### src/rtl/uart_tx_fifo.sv
// rtl/uart_tx_fifo.sv - UART transmitter with 4-entry byte FIFO; define UART_TX_PARITY_EN for 8E1 frames (default 8N1)
module uart_tx_fifo #(
   parameter int CLKS_PER_BIT = 16
) (
   input  logic       clk,
   input  logic       rst,
   input  logic [7:0] tx_data,
   input  logic       tx_valid,
   output logic       tx_ready,
   output logic       serial_tx,
   output logic       busy,
   output logic [2:0] fifo_count
);

   // Baud counter needs to hold CLKS_PER_BIT-1; never narrower than one bit.
   localparam int BAUD_W_RAW = $clog2(CLKS_PER_BIT + 1);
   localparam int BAUD_W     = (BAUD_W_RAW < 1) ? 1 : BAUD_W_RAW;
   localparam logic [BAUD_W-1:0] BAUD_MAX = BAUD_W'(CLKS_PER_BIT - 1);

`ifdef UART_TX_PARITY_EN
   typedef enum logic [2:0] {
      S_IDLE,
      S_START,
      S_DATA,
      S_PARITY,
      S_STOP
   } state_t;
`else
   typedef enum logic [2:0] {
      S_IDLE,
      S_START,
      S_DATA,
      S_STOP
   } state_t;
`endif

   state_t            state;
   logic [BAUD_W-1:0] baud_cnt;
   logic [2:0]        bit_idx;
   logic [7:0]        shift_reg;
`ifdef UART_TX_PARITY_EN
   logic              parity_bit;
`endif

   logic [7:0]        mem [4];
   logic [1:0]        wr_ptr;
   logic [1:0]        rd_ptr;
   logic [7:0]        head;
   logic              fifo_nonempty;
   logic              baud_last;
   logic              push;
   logic              pop;

   // Full only at exactly four entries; count is registered so this is glitch-free.
   assign tx_ready      = (fifo_count != 3'd4);
   assign fifo_nonempty = (fifo_count != 3'd0);
   assign head          = mem[rd_ptr];
   assign baud_last     = (baud_cnt == BAUD_MAX);
   assign push          = tx_valid && tx_ready;

   // The FSM consumes the head byte when it starts a frame: from IDLE, or on
   // the final stop cycle so the next start bit follows with no idle gap.
   assign pop = fifo_nonempty &&
                ((state == S_IDLE) || ((state == S_STOP) && baud_last));

   // FIFO storage; contents need no reset because count/pointers gate reads.
   always_ff @(posedge clk) begin
      if (push) begin
         mem[wr_ptr] <= tx_data;
      end
   end

   // FIFO pointers and occupancy; simultaneous push and pop keeps the count.
   always_ff @(posedge clk or negedge rst) begin
      if (!rst) begin
         wr_ptr     <= 2'd0;
         rd_ptr     <= 2'd0;
         fifo_count <= 3'd0;
      end else begin
         if (push) begin
            wr_ptr <= wr_ptr + 2'd1;
         end
         if (pop) begin
            rd_ptr <= rd_ptr + 2'd1;
         end
         case ({push, pop})
            2'b10:   fifo_count <= fifo_count + 3'd1;
            2'b01:   fifo_count <= fifo_count - 3'd1;
            default: fifo_count <= fifo_count;
         endcase
      end
   end

   // Frame sequencer; serial_tx and busy are registered so the line level
   // always matches the state being entered on that edge.
   always_ff @(posedge clk or negedge rst) begin
      if (!rst) begin
         state      <= S_IDLE;
         baud_cnt   <= '0;
         bit_idx    <= 3'd0;
         shift_reg  <= 8'd0;
`ifdef UART_TX_PARITY_EN
         parity_bit <= 1'b0;
`endif
         serial_tx  <= 1'b1;
         busy       <= 1'b0;
      end else begin
         case (state)
            S_IDLE: begin
               baud_cnt  <= '0;
               serial_tx <= 1'b1;
               busy      <= 1'b0;
               if (pop) begin
                  shift_reg  <= head;
`ifdef UART_TX_PARITY_EN
                  parity_bit <= ^head;
`endif
                  state      <= S_START;
                  serial_tx  <= 1'b0;
                  busy       <= 1'b1;
               end
            end

            S_START: begin
               if (baud_last) begin
                  baud_cnt  <= '0;
                  bit_idx   <= 3'd0;
                  state     <= S_DATA;
                  serial_tx <= shift_reg[0];
               end else begin
                  baud_cnt <= baud_cnt + 1'b1;
               end
            end

            S_DATA: begin
               if (baud_last) begin
                  baud_cnt <= '0;
                  if (bit_idx == 3'd7) begin
`ifdef UART_TX_PARITY_EN
                     state     <= S_PARITY;
                     serial_tx <= parity_bit;
`else
                     state     <= S_STOP;
                     serial_tx <= 1'b1;
`endif
                  end else begin
                     // Next data bit is the one that lands in bit 0 after the shift.
                     shift_reg <= {1'b0, shift_reg[7:1]};
                     serial_tx <= shift_reg[1];
                     bit_idx   <= bit_idx + 3'd1;
                  end
               end else begin
                  baud_cnt <= baud_cnt + 1'b1;
               end
            end

`ifdef UART_TX_PARITY_EN
            S_PARITY: begin
               if (baud_last) begin
                  baud_cnt  <= '0;
                  state     <= S_STOP;
                  serial_tx <= 1'b1;
               end else begin
                  baud_cnt <= baud_cnt + 1'b1;
               end
            end
`endif

            S_STOP: begin
               if (baud_last) begin
                  baud_cnt <= '0;
                  if (pop) begin
                     shift_reg  <= head;
`ifdef UART_TX_PARITY_EN
                     parity_bit <= ^head;
`endif
                     state      <= S_START;
                     serial_tx  <= 1'b0;
                     busy       <= 1'b1;
                  end else begin
                     state     <= S_IDLE;
                     serial_tx <= 1'b1;
                     busy      <= 1'b0;
                  end
               end else begin
                  baud_cnt <= baud_cnt + 1'b1;
               end
            end

            default: begin
               state     <= S_IDLE;
               baud_cnt  <= '0;
               serial_tx <= 1'b1;
               busy      <= 1'b0;
            end
         endcase
      end
   end

endmodule
### config.mk
export PLATFORM = sky130hd
export DESIGN_NAME = uart_tx_fifo
export DESIGN_NICKNAME = d
export VERILOG_FILES = /design/src/rtl/uart_tx_fifo.sv
export SDC_FILE = /design/constraint.sdc
export NUM_CORES = 1
export LEC_CHECK = 0
export BUFFER_PORTS_ARGS = -buffer_cell sky130_fd_sc_hd__buf_4
export CORE_MARGIN = 2
export CORE_UTILIZATION = 45
export DETAILED_ROUTE_END_ITERATION = 6
export SLEW_MARGIN = 20
export SYNTH_ARGS = -nofsm -noshare
export SYNTH_HDL_FRONTEND = slang
export SYNTH_SLANG_ARGS = --single-unit
### constraint.sdc
create_clock -name clk -period 5.09 [get_ports clk]
set_input_delay 0.509 -clock clk [delete_from_list [all_inputs] [get_ports clk]]
set_output_delay 0.509 -clock clk [all_outputs]
set_load 0.05 [all_outputs]
==> metrics, run 1 <==
Unique masters post-synth 43; worst-path fanout max 8; Clock Sink Count 59; # diodes 0; CP Launch Type flop; Reg area 1640 sq um; full die area 6670 sq um; Remaining DRCs 0; worst skew pair latency 0.33 ns; Post-synth EDFFs 32; commonest non-fill, non-tap cell in the layout edfxtp_1; Setup crit end kind flop; Peak VDD IR 0.000413 V; Clock transition at path regs 0.06 ns; FILL cells 514; Syn Std Cell Area 2710 sq um; CTS Hold Buffers Added 0; post-CTS sizing 0; Post-synth ARST share 45.8%; first-pass GRT wire length 7900 um; WL/cell 16.6 um; gr usage total 16.6%; wl on met1 2270 um; Post-Place Cells 283; minimum clock period 2.57 ns; Mapped Avg Cell Area 13.7 sq um; Ys Warns 0; synth-to-layout area growth 14.8%; Worst Skew 0.00592 ns; pwr/cell area 663 nW/um^2; Cells after Synth 198; top_reg_cell synth edfxtp_1; vias in the first global route 1,632; Total Nets Final 244; CP arrival 2.83 ns; Crit Path Class reg2reg; most frequent cells in the layout edfxtp_1 (32), dfrtp_1 (26), mux2_2 (21); RSZ-0062 raised after global routing false; Pleak 1.26 nW; hpwl dp 3470 um; final setup fails 0; H-tree lvl count 3; starting density of the core 46.1%; Routed WL 4960 um; Hold Crit Class in2async; drt initial violations 110; non-filler cells, final 299; Die Y 81.7 um; DR top layer met4; CTS buffer count 9; Setup TNS 0 ns; initial antenna violation count 0; Worst-Margin Slew 0.713 ns; FMAX 0.389 GHz; total gr overflow 0; metal2 WL 2400 um; Final Hold Vio Count 0; status complete, no violations; drt first pass iters 4; multi-input logic area 980 sq um; Slew Limit Fails 0; Syn Nets 223; Worst Path Required 5.35 ns; largest net degree at the start of global routing 28; synthesis-stage register bit count 59; Routed met3 length 166 um; port bufs 16; Detail Route Antenna Nets 0; Vias 1,584; relative slew slack 52.5%; I/O pin count 17; core area 5890 sq um; share of cells above drive strength 1 26.3%; Clock Path Buffers 2; via/cell ratio 5.30; Final period util 50.5%; Post-CTS Setup Inserts 0; CTS tree done; Site Rows 28; Final GP Congestion 0.741; Die Width 81.7 um; max cap viols 0; Seq/Total Area, Yosys 60.4%; clock root buffer clkbuf_8; max reg flops 32
[worst paths after layout]
| kind | start | to | slack [ns] | cells past startpoint |
|---|---|---|---|---|
| setup / recovery | baud_cnt[0] | fifo_count[2] | 2.52 | 10 |
| hold / removal | rst | shift_reg[6] | 0.08 | 1 |
| setup reg to reg | baud_cnt[0] | fifo_count[2] | 2.52 | 10 |
| hold reg to reg | baud_cnt[0] | baud_cnt[0] | 0.49 | 1 |
| max in group asynchronous | rst | serial_tx | 4.70 | 1 |
| min in group clk | tx_data[7] | mem[1][7] | 0.37 | 1 |
[worst max-delay path, cell delays in order, from the launching register on]
cell and delay, ns:
dfrtp_1 0.38, ha_1 0.25, and4b_1 0.44, a21oi_1 0.15, nor2_1 0.21, ha_1 0.23
inv_1 0.07, fa_1 0.38, xor2_1 0.15, nor2_1 0.11, xor2_1 0.14
[where the power goes]
part	internal, mW	total [mW]	switching [mW]
logic	0.337	0.790	0.454
registers	0.663	0.779	0.116
clock network	0.322	0.498	0.176
total	1.32	2.07	0.746
[Yosys cell counts (2+ instances only)]
cell      instances  area [sq um]
nor3_1            3          15.0
o21ai_1           3          15.0
xnor2_1           3          26.3
nor2_1           10          37.5
ha_1             13           163
nand2_1           7          26.3
inv_1            14          52.6
buf_2             3          15.0
nand3_1           2          10.0
a311oi_1          2          17.5
dfrtp_1          26           651
o22ai_1           6          37.5
a22oi_1           2          15.0
o21ai_0           8          40.0
mux2i_1           2          20.0
edfxtp_1         32           961
a21oi_1           6          30.0
mux2_2           21           236
or4_1             3          22.5
and3_1            4          25.0
xor2_1            5          43.8
nor3b_1           2          15.0
[area by class of cell]
cell class | instances | area share, %
clock inverter | 6 | 3.33
inverter | 14 | 1.69
timing repair buffer | 16 | 3.86
tap | 75 | 3.01
multi-input combinational | 119 | 31.4
clock buffer | 10 | 4.10
sequential | 59 | 52.6
[cell families (layout without fill, tap and decap cells)]
kind of cell,after synthesis,after routing,synth area share (%)
buf+inv,20,46,3.55
xor+xnor,8,8,2.58
simple gates,40,40,8.21
mux,24,24,10.3
flops,59,59,60.4
fa+ha+maj,14,14,6.73
compound gates,33,33,8.30
[through the flow]
| stage | hold slack, ns | total power, mW | setup slack, ns | area, sq um | utilization, % |
|---|---|---|---|---|---|
| 2_1_floorplan | 0.213 | 1.39 | 2.32 | 2710 | - |
| 3_3_place_gp | 0.437 | 1.54 | 2.67 | 2880 | 49.0 |
| 3_5_place_dp | 0.446 | 1.58 | 2.52 | 2880 | 49.0 |
| 4_1_cts | 0.0812 | 2.09 | 2.49 | 3120 | 52.9 |
| 5_1_grt | 0.0969 | 2.19 | 2.36 | 3120 | 52.9 |
| 6_report | 0.0781 | 2.07 | 2.52 | 3120 | 52.9 |
[routing by layer]
layer	GRT usage, %	up-vias
li1	-	765
met1	21.5	772
met2	25.5	35
met3	4.18	12
met4	9.33	0
met5	0	-
No activity file was read; power rests on OpenSTA's default activity.
==> run 2: changes to the inputs <==
==> constraint.sdc (replaced) <==
create_clock -name clk -period 2.61 [get_ports clk]
set_input_delay 0.261 -clock clk [delete_from_list [all_inputs] [get_ports clk]]
set_output_delay 0.261 -clock clk [all_outputs]
set_load 0.05 [all_outputs]
==> run 2 against run 1 <==
  * Wire length down 2.3%
  * Critical path depth did not move
  * Die area unchanged
  * Register-to-register slack lost 2.2 ns
  * Sequential share of layout area rose by 0.97 points
  * Flip-flop and latch count is the same
  * Clock skew fell by 0.00054 ns
  * Non-clock buffer count increased by 2
  * Critical endpoint unchanged
  * Highest routed layer unchanged
==> metrics, run 2 (synthesis results as in run 1) <==
initial antenna violation count 0 (unchanged); pwr/cell area 1210 nW/um^2 (was 663 nW/um^2); vias in the first global route 1,696 (was 1,632); Clock Path Buffers 2 (unchanged); # diodes 0 (unchanged); Detail Route Antenna Nets 0 (unchanged); I/O pin count 17 (unchanged); Vias 1,598 (was 1,584); total power 3.71 mW (was 2.07 mW); Worst-Margin Slew 0.659 ns (was 0.713 ns); via/cell ratio 5.31 (was 5.30); Pleak 1.23 nW (was 1.26 nW); Setup crit end kind flop (unchanged); starting density of the core 46.1% (unchanged); drt initial violations 78 (was 110); hpwl dp 3450 um (was 3470 um); Final period util 89.1% (was 50.5%); worst skew pair latency 0.33 ns (about the same); RSZ-0062 raised after global routing false (unchanged); wl on met1 2180 um (was 2270 um); Worst Skew 0.00538 ns (was 0.00592 ns); Die Width 81.7 um (unchanged); synth-to-layout area growth 12.7% (was 14.8%); CP Launch Type flop (unchanged); max reg flops 32 (unchanged); status complete, no violations (unchanged); max cap viols 0 (unchanged); Crit Path Class reg2reg (unchanged); final setup fails 0 (unchanged); Reg area 1640 sq um (unchanged); Worst Path Required 2.86 ns (was 5.35 ns); Clock transition at path regs 0.06 ns (about the same); Site Rows 28 (unchanged); metal2 WL 2450 um (was 2400 um); minimum clock period 2.33 ns (was 2.57 ns); most frequent cells in the layout edfxtp_1 (32), dfrtp_1 (26), mux2_2 (21) (unchanged); CP arrival 2.58 ns (was 2.83 ns); multi-input logic area 985 sq um (was 980 sq um); post-CTS sizing 0 (unchanged); port bufs 16 (unchanged); Die Y 81.7 um (unchanged); worst hold slack 0.131 ns (was 0.0781 ns); FMAX 0.430 GHz (was 0.389 GHz); commonest non-fill, non-tap cell in the layout edfxtp_1 (unchanged); total gr overflow 0 (unchanged); Hold Crit Class in2reg (was in2async); H-tree lvl count 3 (unchanged); R2R Setup Slk 0.28 ns (was 2.52 ns); Total Nets Final 246 (was 244); Slew Limit Fails 0 (unchanged); worst-path fanout max 5 (was 8); DR top layer met4 (unchanged); Routed met3 length 144 um (was 166 um); drt first pass iters 4 (unchanged); share of cells above drive strength 1 25.7% (was 26.3%); largest net degree at the start of global routing 28 (unchanged); WL/cell 16.1 um (was 16.6 um); Peak VDD IR 0.000804 V (was 0.000413 V); Clock Sink Count 59 (unchanged); Setup TNS 0 ns (unchanged); relative slew slack 56.1% (was 52.5%); gr usage total 17.2% (was 16.6%); Final Hold Vio Count 0 (unchanged); CTS buffer count 9 (unchanged); Post-CTS Setup Inserts 0 (unchanged); first-pass GRT wire length 8250 um (was 7900 um); Routed WL 4840 um (was 4960 um); Final GP Congestion 0.748 (was 0.741); core area 5890 sq um (unchanged); CTS tree done (unchanged); Remaining DRCs 0 (unchanged); full die area 6670 sq um (unchanged); FILL cells 534 (was 514); clock root buffer clkbuf_8 (unchanged)
## run 2: cell count changes in the layout (fill, tap and decap cells not counted), sizes merged
cell	before	now
buf	16	17
clkbuf	10	12
clkinv	3	4
bufinv	3	0
dlygate4sd3	0	1
## run 2: path summary, 6_finish.rpt
check / from / to / cells after the start
worst max-delay path: state[0] / fifo_count[2] / 10
worst min-delay path: tx_data[7] / mem[1][7] / 1
worst max register to register: state[0] / fifo_count[2] / 10
worst min register to register: baud_cnt[0] / baud_cnt[0] / 1
max in group asynchronous: rst / serial_tx / 2
min in group asynchronous: rst / shift_reg[2] / 2
## run 2: layout make-up
class                           instances  share of cell area (%)
Clock buffer                           12                    4.42
Inverter                               14                    1.72
Sequential cell                        59                    53.5
Multi-Input combinational cell        119                    32.2
Clock inverter                          4                   0.573
Timing Repair Buffer                   18                    4.50
Tap cell                               75                    3.07
## run 2: routing by layer
layer,global-route usage [%],vias to the layer above
li1,-,770
met1,21.6,799
met2,27.6,23
met3,4.07,6
met4,9.00,0
met5,0,-
## run 2: stage by stage
| step | instances | util (%) | area (sq um) | setup slack (ns) |
|---|---|---|---|---|
| floorplan | 198 | - | 2720 | 0.0796 |
| global placement | 284 | 49.2 | 2900 | 0.413 |
| detailed placement | 284 | 49.2 | 2900 | 0.292 |
| CTS | 301 | 52.0 | 3060 | 0.275 |
| global route | 301 | 52.0 | 3060 | 0.149 |
| finish | 301 | 52.0 | 3060 | 0.283 |
## run 2: worst max-delay path, cell delays in order, from the launching register on
cell and delay (ns):
dfrtp_1 0.41, inv_1 0.12, ha_1 0.31, a21oi_1 0.10, nor2_1 0.22, ha_1 0.24
inv_1 0.06, fa_1 0.37, xor2_1 0.15, nor2_1 0.13, xor2_1 0.15
## run 2: what timing repair did
| action | 4_1_cts | 5_1_grt |
|---|---|---|
| endpoints found under the setup margin | 0 | 0 |
| hold endpoints to repair | 26 | 0 |
| hold buffers | 1 | 0 |
## run 2: power breakdown
group / internal [mW] / switching, mW / leakage, nW
logic: 0.660 / 0.880 / 0.521
registers: 1.29 / 0.221 / 0.627
clock network: 0.335 / 0.323 / 0.0792
